### src/rtl/stream_pattern_gen.sv
// AXI4-Stream test pattern generator: ramps, checkerboard or flat frames of IMG_WIDTH x IMG_HEIGHT 8-bit pixels.
// Define PATGEN_FRAME_CNT_EN to add a 16-bit frame_count output that counts completed frames.
module stream_pattern_gen #(
  parameter int DATA_WIDTH = 32,
  parameter int IMG_WIDTH  = 512,
  parameter int IMG_HEIGHT = 512
) (
  input  logic                  axi_clk,
  input  logic                  axi_reset,
  input  logic                  start,
  input  logic [1:0]            pattern_sel,
  output logic                  m_axis_valid,
  output logic [DATA_WIDTH-1:0] m_axis_data,
  output logic                  m_axis_last,
  input  logic                  m_axis_ready,
  output logic                  busy,
  output logic                  frame_done
`ifdef PATGEN_FRAME_CNT_EN
  ,
  output logic [15:0]           frame_count
`endif
);

  localparam int LANES = DATA_WIDTH / 8;
  localparam int BEATS = IMG_WIDTH / LANES;
  localparam int XW    = (BEATS > 1) ? $clog2(BEATS) : 1;
  localparam int YW    = (IMG_HEIGHT > 1) ? $clog2(IMG_HEIGHT) : 1;
  localparam logic [XW-1:0] X_LAST = XW'(BEATS - 1);
  localparam logic [YW-1:0] Y_LAST = YW'(IMG_HEIGHT - 1);

  typedef enum logic [1:0] {
    IDLE,
    RUN,
    DONE
  } state_t;

  state_t        state;
  logic [XW-1:0] x;
  logic [YW-1:0] y;
  logic [1:0]    pattern;

  logic          handshake;
  logic          x_end;
  logic          y_end;
  logic [XW-1:0] x_next;
  logic [YW-1:0] y_next;

  // Builds one beat; byte lane i carries pixel x*LANES+i of line y.
  function automatic logic [DATA_WIDTH-1:0] make_beat(input logic [XW-1:0] bx,
                                                      input logic [YW-1:0] by,
                                                      input logic [1:0]    sel);
    logic [DATA_WIDTH-1:0] beat;
    logic [31:0]           px;
    logic [31:0]           py;
    logic [7:0]            pix;
    beat = '0;
    py   = 32'(by);
    for (int i = 0; i < LANES; i++) begin
      px = 32'(bx) * 32'(LANES) + 32'(i);
      case (sel)
        2'd0:    pix = px[7:0];
        2'd1:    pix = py[7:0];
        2'd2:    pix = (px[3] ^ py[3]) ? 8'hFF : 8'h00;
        default: pix = 8'h80;
      endcase
      beat[i*8 +: 8] = pix;
    end
    return beat;
  endfunction

  always_comb begin
    handshake = m_axis_valid & m_axis_ready;
    x_end     = (x == X_LAST);
    y_end     = (y == Y_LAST);
    x_next    = x_end ? '0 : x + XW'(1);
    y_next    = x_end ? y + YW'(1) : y;
  end

  assign busy = (state == RUN);

  // Output registers always hold the beat at (x, y); they only move on a handshake.
  always_ff @(posedge axi_clk or posedge axi_reset) begin
    if (axi_reset) begin
      state        <= IDLE;
      x            <= '0;
      y            <= '0;
      pattern      <= 2'd0;
      m_axis_valid <= 1'b0;
      m_axis_data  <= '0;
      m_axis_last  <= 1'b0;
      frame_done   <= 1'b0;
`ifdef PATGEN_FRAME_CNT_EN
      frame_count  <= 16'd0;
`endif
    end else begin
      case (state)
        IDLE: begin
          frame_done <= 1'b0;
          if (start) begin
            state        <= RUN;
            x            <= '0;
            y            <= '0;
            pattern      <= pattern_sel;
            m_axis_valid <= 1'b1;
            m_axis_data  <= make_beat('0, '0, pattern_sel);
            m_axis_last  <= (X_LAST == '0);
          end
        end
        RUN: begin
          if (handshake) begin
            if (x_end && y_end) begin
              state        <= DONE;
              x            <= '0;
              y            <= '0;
              m_axis_valid <= 1'b0;
              m_axis_last  <= 1'b0;
              frame_done   <= 1'b1;
`ifdef PATGEN_FRAME_CNT_EN
              frame_count  <= frame_count + 16'd1;
`endif
            end else begin
              x           <= x_next;
              y           <= y_next;
              m_axis_data <= make_beat(x_next, y_next, pattern);
              m_axis_last <= (x_next == X_LAST);
            end
          end
        end
        DONE: begin
          frame_done <= 1'b0;
          state      <= IDLE;
        end
        default: begin
          state <= IDLE;
        end
      endcase
    end
  end

endmodule

### config.mk
export PLATFORM = sky130hd
export DESIGN_NAME = stream_pattern_gen
export DESIGN_NICKNAME = d
export VERILOG_FILES = /design/src/rtl/stream_pattern_gen.sv
export SDC_FILE = /design/constraint.sdc
export NUM_CORES = 1
export LEC_CHECK = 0
export CAP_MARGIN = 20
export CORE_ASPECT_RATIO = 1.25
export CORE_MARGIN = 3
export CORE_UTILIZATION = 30
export CTS_BUF_LIST = sky130_fd_sc_hd__clkbuf_8
export CTS_CLUSTER_SIZE = 25
export DETAILED_ROUTE_END_ITERATION = 16
export PLACE_DENSITY = 0.47
export SYNTH_ARGS = -nofsm -noshare
export SYNTH_HDL_FRONTEND = slang
export SYNTH_SLANG_ARGS = --single-unit
### constraint.sdc
create_clock -name axi_clk -period 5.6 [get_ports axi_clk]
set_input_delay 1.4 -clock axi_clk [delete_from_list [all_inputs] [get_ports axi_clk]]
set_output_delay 1.4 -clock axi_clk [all_outputs]
set_load 0.01 [all_outputs]
# After elaboration in Yosys (flattened, before gate mapping)
# Index checks and enable logic that the tools add are counted.
[op_classes]
n_lt_le_gt_ge = 0
n_mul = 0
div = 0
reduce_logical = 16
n_eq_ne = 14
n_addsub = 5
n_mux = 41
bitwise = 5
shift = 0
[ops]
columns = ["cell", "count"]
rows = [
  ["$mux W32", 3],
  ["$pmux W8 S3", 4],
  ["$pmux W32 S2", 1],
  ["$pmux W8 S2", 3],
  ["$mux W8", 5],
  ["$mux W9", 4],
  ["$mux W7", 4],
  ["$pmux W9 S2", 1],
  ["$add A8 B2 Y8 const B", 2],
  ["$eq A7 B7 Y1 const B", 2],
  ["$pmux W7 S2", 1],
  ["$reduce_and A4 Y1", 3],
  ["$add A9 B1 Y9 const B", 1],
  ["$eq A9 B9 Y1 const B", 1],
  ["$reduce_and A3 Y1", 3],
  ["$add A8 B1 Y8 const B", 1],
  ["$mux W1", 8],
  ["$add A7 B1 Y7 const B", 1],
  ["$eq A2 B1 Y1 const B", 3],
  ["$eq A2 B2 Y1 const B", 3],
  ["$logic_not A2 Y1", 3],
  ["$mux W2", 3],
  ["$pmux W1 S2", 3],
  ["$ne A2 B1 Y1 const B", 2],
  ["10 further kinds", 16],
]
[totals]
inputBits = 6
register_bits = 55
latch_bits = 0
mem_count = 0
rom_bits = 0
mem_bits_rw = 0

# Depth between registers and ports, before layout
# Gate-level depths: netlist of the first run.
[logic_depth]
ltp_word = 9
mapped_depth = 10
depth_no_buf = 9

# Worst setup path before layout of the first run
# No wires, ideal clock.
[synth_timing]
kind = "input port to flip-flop"
from = "input port start"
to = "register m_axis_data[26]"
path_buffers = 2
arrival_ns = 2.536
stages = 6
setup_ns = 0.126
setup_slack_ns = 2.938
cell_sequence = "or3b_1 > clkbuf_1 > nand2_1 > o21ai_1 > buf_2 > a221o_1"
[synth_via]
elab_chain_len = 2
[synth_rtl]
columns = ["item", "line", "rtl"]
rows = [
  ["start, declared", "10", "input logic start,"],
  ["$ne A2 B2 Y1 (no line)", "--", ""],
  ["$reduce_and A4 Y1 (no line)", "--", ""],
  ["end signal, assigned", "105", "m_axis_data <= make_beat('0, '0, pattern_sel);"],
  ["end signal, assigned", "124", "m_axis_data <= make_beat(x_next, y_next, pattern);"],
  ["end, declared", "13", "output logic [DATA_WIDTH-1:0] m_axis_data,"],
]
# Every way passes these cells.
# A chain may end at the register's enable or synchronous reset.

# Worst setup path after layout of the first run
[layout_timing]
from = "input port m_axis_ready"
to = "register m_axis_data[30]"
[layout_via]
elab_chain_len = 3
[layout_rtl]
columns = ["item", "line", "rtl"]
rows = [
  ["start, declared", "15", "input logic m_axis_ready,"],
  ["$and A1 B1 Y1", "72", "handshake = m_axis_valid & m_axis_ready;"],
  ["$ne A2 B1 Y1 (no line)", "--", ""],
  ["$reduce_and A4 Y1 (no line)", "--", ""],
]
# Every way passes these cells.

==> metrics.md, run 1 <==
| Metric | Value |
|---|---|
| Post-route DRC | 0 |
| CTS tree | yes |
| Synth Area in Simple Gates | 21.1% |
| Hpwl dp | 3.92 mm |
| CTS clk-pin slew, worst paths | 70 ps |
| Setup crit start | m_axis_ready |
| Final instance area | 0.00251 mm^2 |
| Max_slew headroom | 34.6% |
| Vias in the first global route | 1,677 |
| Via/cell ratio | 5.06 |
| Layout Nets | 254 |
| Floorplan core area | 0.00669 mm^2 |
| Synth Cell Area | 0.00212 mm^2 |
| DRT Wirelength | 5.28 mm |
| Synth Area in Adders | 2.36% |
| Die span in x | 81.2 um |
| Leakage power | 0.00105 uW |
| Post-CTS sizing | 0 |
| Clock Root Buffer | clkbuf_8 |
| EDFF count, synth | 0 |
| Crit Path Max Fanout | 11 |
| TritonCTS Buffers | 5 |
| Setup WS pre-CTS | 2010 ps |
| Setup tns final | 0 ps |
| CP Launch Type | input pin |
| Commonest non-fill, non-tap cell in the layout | clkdlybuf4s50_1 |
| Reg2Reg Depth | 9 |
| GRT Overall Usage | 14.4% |
| Placed cell area | 0.00243 mm^2 |
| Peak VDD IR | 0.127 mV |
| Final ANT Viol Nets | 0 |
| Routability cong. | 0.793 |
| DRT iter0 DRCs | 133 |
| Yosys Warn Count | 0 |
| Synthesized area per cell | 9.30 um^2 |
| Final hold violation count | 0 |
| Grt ovf | 0 |
| RSZ-0062 raised after global routing | false |
| Post-CTS Repair Setup Buffers | 0 |
| Worst Hold Class | reg2reg |
| Final Util | 37.6% |
| IO Count | 42 |
| Most frequent cells in the layout | clkdlybuf4s50_1, dfrtp_1, nand2_1, o21ai_0, nor2_1 |
| Setup violations, final | 0 |
| Synth Area in XOR/XNOR | 3.72% |
| Critical path class | in2reg |
| Max-cap viol count | 0 |
| CP endpoint | m_axis_data[30]$_DFFE_PP0P_ |
| WP data required | 5770 ps |
| Netlist cell types | 51 |
| Initial antenna violation count | 0 |
| Peak Freq | 0.305 GHz |
| # clock sinks | 33 |
| Status | complete, no violations |
| FP Rows | 33 |
| Largest family of logic cells by synthesized area | simple AND/OR/NAND/NOR gates |
| DR pass1 iterations | 4 |
| Multiplexer share of the synthesized area | 3.01% |
| Layout cells sized above 1 | 7.76% |
| Period utilization | 58.6% |
| Setup slack, reg-to-reg | 2830 ps |
| Synth Flop Type | dfrtp_1 |
| Clock buffer depth | 2 |
| Largest net degree at the start of global routing | 34 |
| RR Endpoint | m_axis_data[30]$_DFFE_PP0P_ |
| Fin. max-slew vios | 0 |
| Crit path arrival time | 3450 ps |
| Die area | 0.00812 mm^2 |
| Final Power | 745 uW |
| Asr flop ratio synth | 100% |
| Inserted Diodes | 0 |
| Cell count after synthesis | 228 |
| Fin crit period | 3280 ps |
| Die Height | 100 um |
| Syn Nets | 238 |
| Fillers | 700 |
| Area growth syn-to-layout | 18.5% |
| Reg-to-Reg Start | y[0]$_DFFE_PP0P_ |
| H-tree depth | 2 |
| PortBufs | 41 |
| First-pass GRT wire length | 8.88 mm |
| Cell Pwr Density | 297 mW/mm^2 |
| CP endpoint kind | flip-flop |
| Clock skew | 4.87 ps |
| WL/cell | 15.9 um |
| Synth Area in Compound Gates | 19.8% |
| Initial Utilization | 31.7% |
| Sequential area share after synthesis | 39.0% |
| Post-CTS Hold Buffers | 0 |
| Clk Latency, worst-skew pair | 280 ps |
| Worst slew pin tran | 975 ps |
| #FFs+latches synth | 33 |
| Vias | 1,681 |
| Setup ws final | 2320 ps |
-- per-stage QoR --
step                      instances  hold WS [ps]
after floorplan                 228           487
final                           332           495
after global placement          324           470
after CTS                       332           500
after global routing            332           510
after detailed placement        324           482
-- power breakdown --
| group | switching, uW | total [uW] | internal [uW] |
|---|---|---|---|
| registers | 46.9 | 316 | 269 |
| logic | 113 | 260 | 147 |
| clock network | 86.5 | 169 | 82.8 |
| total | 247 | 745 | 498 |
-- cell families after synthesis --
kind of cell | after synthesis
buffers and inverters | 38
DFF | 33
AOI/OAI and AO/OA | 58
and+or+nand+nor | 80
adders and majority gates | 4
muxes | 6
xor gates and xnor gates | 9
-- sequential cells by signal (all words and copies together) (netlist names) --
| register | flops |
|---|---|
| y | 9 |
| m_axis_last | 1 |
| m_axis_valid | 1 |
| m_axis_data | 10 |
| frame_done | 1 |
| pattern | 2 |
| state | 2 |
| x | 7 |
-- worst min-delay path by stage --
stage                       startpoint                      end  cells past startpoint
2_1_floorplan         y[7]$_DFFE_PP0P_         y[7]$_DFFE_PP0P_                      1
3_3_place_gp   m_axis_last$_DFFE_PP0P_  m_axis_last$_DFFE_PP0P_                      2
3_5_place_dp   m_axis_last$_DFFE_PP0P_  m_axis_last$_DFFE_PP0P_                      2
4_1_cts        m_axis_last$_DFFE_PP0P_  m_axis_last$_DFFE_PP0P_                      2
5_1_grt         frame_done$_DFFE_PP0P_   frame_done$_DFFE_PP0P_                      1
6_report        frame_done$_DFFE_PP0P_   frame_done$_DFFE_PP0P_                      1
-- area by class of cell --
type / instances / area (um^2) / share of cell area, %
Multi-Input combinational cell: 157 / 1060 / 42.2
Sequential cell: 33 / 826 / 32.9
Timing Repair Buffer: 42 / 418 / 16.6
Tap cell: 87 / 109 / 4.33
Clock buffer: 5 / 68.8 / 2.74
Inverter: 5 / 18.8 / 0.747
Clock inverter: 3 / 11.3 / 0.448
-- critical path, cell delays in order --
cell and delay (ps):
clkdlybuf4s50_1 490, nand4b_1 330, nand2_1 420, o21ai_1 370, a221o_1 440
-- cells in the mapped netlist (all sizes together), types with 2 or more instances --
master,number,share of area (%)
ha,4,2.4
a211o,3,1.2
or3,2,0.59
a221o,3,1.4
xnor2,4,1.7
nand4,3,0.89
or2,2,0.59
a21boi,2,0.71
a2111oi,2,1.4
o31ai,4,1.7
a21o,3,1.1
nor2b,4,1.2
a31oi,4,1.2
mux2,3,1.6
buf,28,9.2
a21oi,2,0.47
xor2,5,2.1
dfrtp,33,39
nor3,3,0.94
o21a,2,0.71
mux2i,3,1.4
nand2,27,4.8
clkbuf,5,0.89
inv,5,0.89
a22o,5,2.1
o21ai,20,4.7
nand3,9,3.3
and3,6,1.8
nor2,13,2.3
a32o,2,0.94
nor4,5,2.5
-- metal layers --
metal	global-route usage (%)	up-vias	wire length (um)	share of wire [%]
li1	-	835	-	-
met1	19.3	801	2450	46
met2	23.0	38	2560	48
met3	2.51	7	170	3.2
met4	5.07	0	104	2.0
met5	0	-	0	0
(Power assumes the default switching activity.)
==> run 2: changes to the inputs <==
==> constraint.sdc (replaced) <==
create_clock -name axi_clk -period 3.1 [get_ports axi_clk]
set_input_delay 0.775 -clock axi_clk [delete_from_list [all_inputs] [get_ports axi_clk]]
set_output_delay 0.775 -clock axi_clk [all_outputs]
set_load 0.01 [all_outputs]
==> metrics.md, run 2 (same netlist as run 1, synthesis figures left out) <==
| Metric | Value |
|---|---|
| Status | complete, no violations |
| Fin crit period | 2500 ps |
| Initial Utilization | 31.7% (unchanged) |
| FP Rows | 33 (unchanged) |
| Layout Nets | 259 (+2.0%) |
| Peak VDD IR | 0.256 mV (+100%) |
| DRT Wirelength | 5.42 mm (+2.5%) |
| Vias | 1,731 (+3.0%) |
| Clock buffer depth | 2 (unchanged) |
| Max_slew headroom | 45.6% (+11 points) |
| Clk Latency, worst-skew pair | 290 ps (about the same) |
| Top Registers | m_axis_data: 10 flops, y: 9 flops, x: 7 flops |
| Final hold violation count | 0 (unchanged) |
| Clock Root Buffer | clkbuf_8 |
| Crit Path Max Fanout | 11 (unchanged) |
| Die Height | 100 um (unchanged) |
| DRT iter0 DRCs | 125 (-6.0%) |
| Vias in the first global route | 1,725 (+2.9%) |
| Worst Hold Class | reg2reg |
| Period utilization | 80.7% |
| Cell Pwr Density | 565 mW/mm^2 (+90%) |
| Layout cells sized above 1 | 10.4% (+2.6 points) |
| Most frequent cells in the layout | clkdlybuf4s50_1, dfrtp_1, nand2_1, o21ai_0, nor2_1 |
| Area growth syn-to-layout | 22.0% |
| Peak Freq | 0.400 GHz |
| CP endpoint kind | flip-flop |
| Crit path arrival time | 2710 ps (-740 ps) |
| WP data required | 3310 ps (-2460 ps) |
| H-tree depth | 2 (unchanged) |
| CTS tree | yes |
| GRT Overall Usage | 14.6% (+0.28 points) |
| Post-route DRC | 0 (unchanged) |
| Critical path class | reg2reg |
| Sw frac | 30.6% (-2.5 points) |
| Flop pwr share | 39.1% (-3.3 points) |
| # clock sinks | 33 (unchanged) |
| Via/cell ratio | 5.14 (+1.4%) |
| Final ANT Viol Nets | 0 (unchanged) |
| Fin. max-slew vios | 0 (unchanged) |
| Grt ovf | 0 (unchanged) |
| DR pass1 iterations | 4 (unchanged) |
| Die area | 0.00812 mm^2 (unchanged) |
| PortBufs | 41 (unchanged) |
| Post-CTS Repair Setup Buffers | 0 (unchanged) |
| TritonCTS Buffers | 5 (unchanged) |
| IO Count | 42 (unchanged) |
| WL/cell | 16.1 um (+0.96%) |
| Floorplan core area | 0.00669 mm^2 (unchanged) |
| Biggest register | m_axis_data |
| Clock share of power | 28.6% (+5.9 points) |
| Switching pwr | 447 uW (+81%) |
| Leakage power | 0.00109 uW (+3.3%) |
| Setup tns final | 0 ps (unchanged) |
| Fillers | 694 (-0.86%) |
| Post-CTS Hold Buffers | 0 (unchanged) |
| Combinational share of power | 32.4% (-2.5 points) |
| Initial antenna violation count | 0 (unchanged) |
| Largest net degree at the start of global routing | 34 (unchanged) |
| Inserted Diodes | 0 (unchanged) |
| First-pass GRT wire length | 9.05 mm (+1.9%) |
| Clock skew | 11.1 ps (+6.24 ps) |
| Setup violations, final | 0 (unchanged) |
| Power Internal | 1010 uW (+100%) |
| CP Launch Type | flip-flop |
| Routability cong. | 0.781 (-1.6%) |
| Die span in x | 81.2 um (unchanged) |
| Number of flip-flops in the largest register | 10 (unchanged) |
| Max-cap viol count | 0 (unchanged) |
| Final Power | 1460 uW (+96%) |
| RSZ-0062 raised after global routing | false |
| Worst slew pin tran | 811 ps (-164 ps) |
| CTS clk-pin slew, worst paths | 70 ps (about the same) |
| Post-CTS sizing | 0 (unchanged) |
| Commonest non-fill, non-tap cell in the layout | clkdlybuf4s50_1 |
| Hpwl dp | 4.04 mm (+3.1%) |
-- run 2: cell types whose count changed in the layout (fill, tap and decap cells not counted), sizes merged --
cell | before | now
buf | 1 | 6
inv | 8 | 6
bufinv | 0 | 1
clkbuf | 5 | 6
-- run 2: path summary, 6_finish.rpt --
path | startpoint | end | slack [ps] | cells past startpoint
setup / recovery | x[1]$_DFFE_PP0P_ | m_axis_data[29]$_DFFE_PP0P_ | 600 | 6
hold / removal | frame_done$_DFFE_PP0P_ | frame_done$_DFFE_PP0P_ | 500 | 1
setup reg to reg | x[1]$_DFFE_PP0P_ | m_axis_data[29]$_DFFE_PP0P_ | 600 | 6
hold reg to reg | frame_done$_DFFE_PP0P_ | frame_done$_DFFE_PP0P_ | 500 | 1
max in group asynchronous | axi_reset | y[7]$_DFFE_PP0P_ | 1890 | 3
min in group asynchronous | axi_reset | m_axis_last$_DFFE_PP0P_ | 880 | 3
-- run 2: power groups by stage --
stage	Combinational [uW]	Clock, uW	Sequential [uW]
2_1_floorplan	324	0	565
3_3_place_gp	480	0	578
3_5_place_dp	480	0	580
4_1_cts	481	434	572
5_1_grt	518	453	585
6_report	473	417	571
-- run 2: cell type report --
| cell class | instances | area [um^2] | share of cell area, % |
|---|---|---|---|
| inverters | 5 | 18.8 | 0.726 |
| clock buffers | 6 | 82.6 | 3.19 |
| repair buffers | 47 | 455 | 17.6 |
| clock inverters | 2 | 33.8 | 1.31 |
| well taps | 87 | 109 | 4.21 |
| multi-input cells | 157 | 1060 | 41.0 |
| flip-flops and latches | 33 | 826 | 31.9 |
-- run 2: worst max-delay path, stage by stage, from the launching register on --
cell,delay (ps)
dfrtp_1,420
ha_1,320
and3_1,440
nand3_1,200
o21ai_1,680
a21oi_1,150
a32oi_1,210
-- run 2: per-stage QoR --
stage,cell area (um^2),std cells,setup slack [ps],hold slack (ps),utilization [%]
6_report,2590,337,598,501,38.7
5_1_grt,2590,337,343,520,38.7
4_1_cts,2590,337,573,508,38.7
3_5_place_dp,2470,329,401,488,36.9
3_3_place_gp,2470,329,415,476,36.9
2_1_floorplan,2120,228,896,487,-
-- run 2: metal layers --
layer | routed length [um] | global-route usage (%) | part of all wire, % | up-vias
met5 | 0 | 0 | 0 | -
met4 | 153 | 6.50 | 2.8 | 0
met3 | 149 | 2.60 | 2.8 | 9
met2 | 2670 | 23.4 | 49 | 37
met1 | 2440 | 19.1 | 45 | 835
li1 | - | - | - | 850
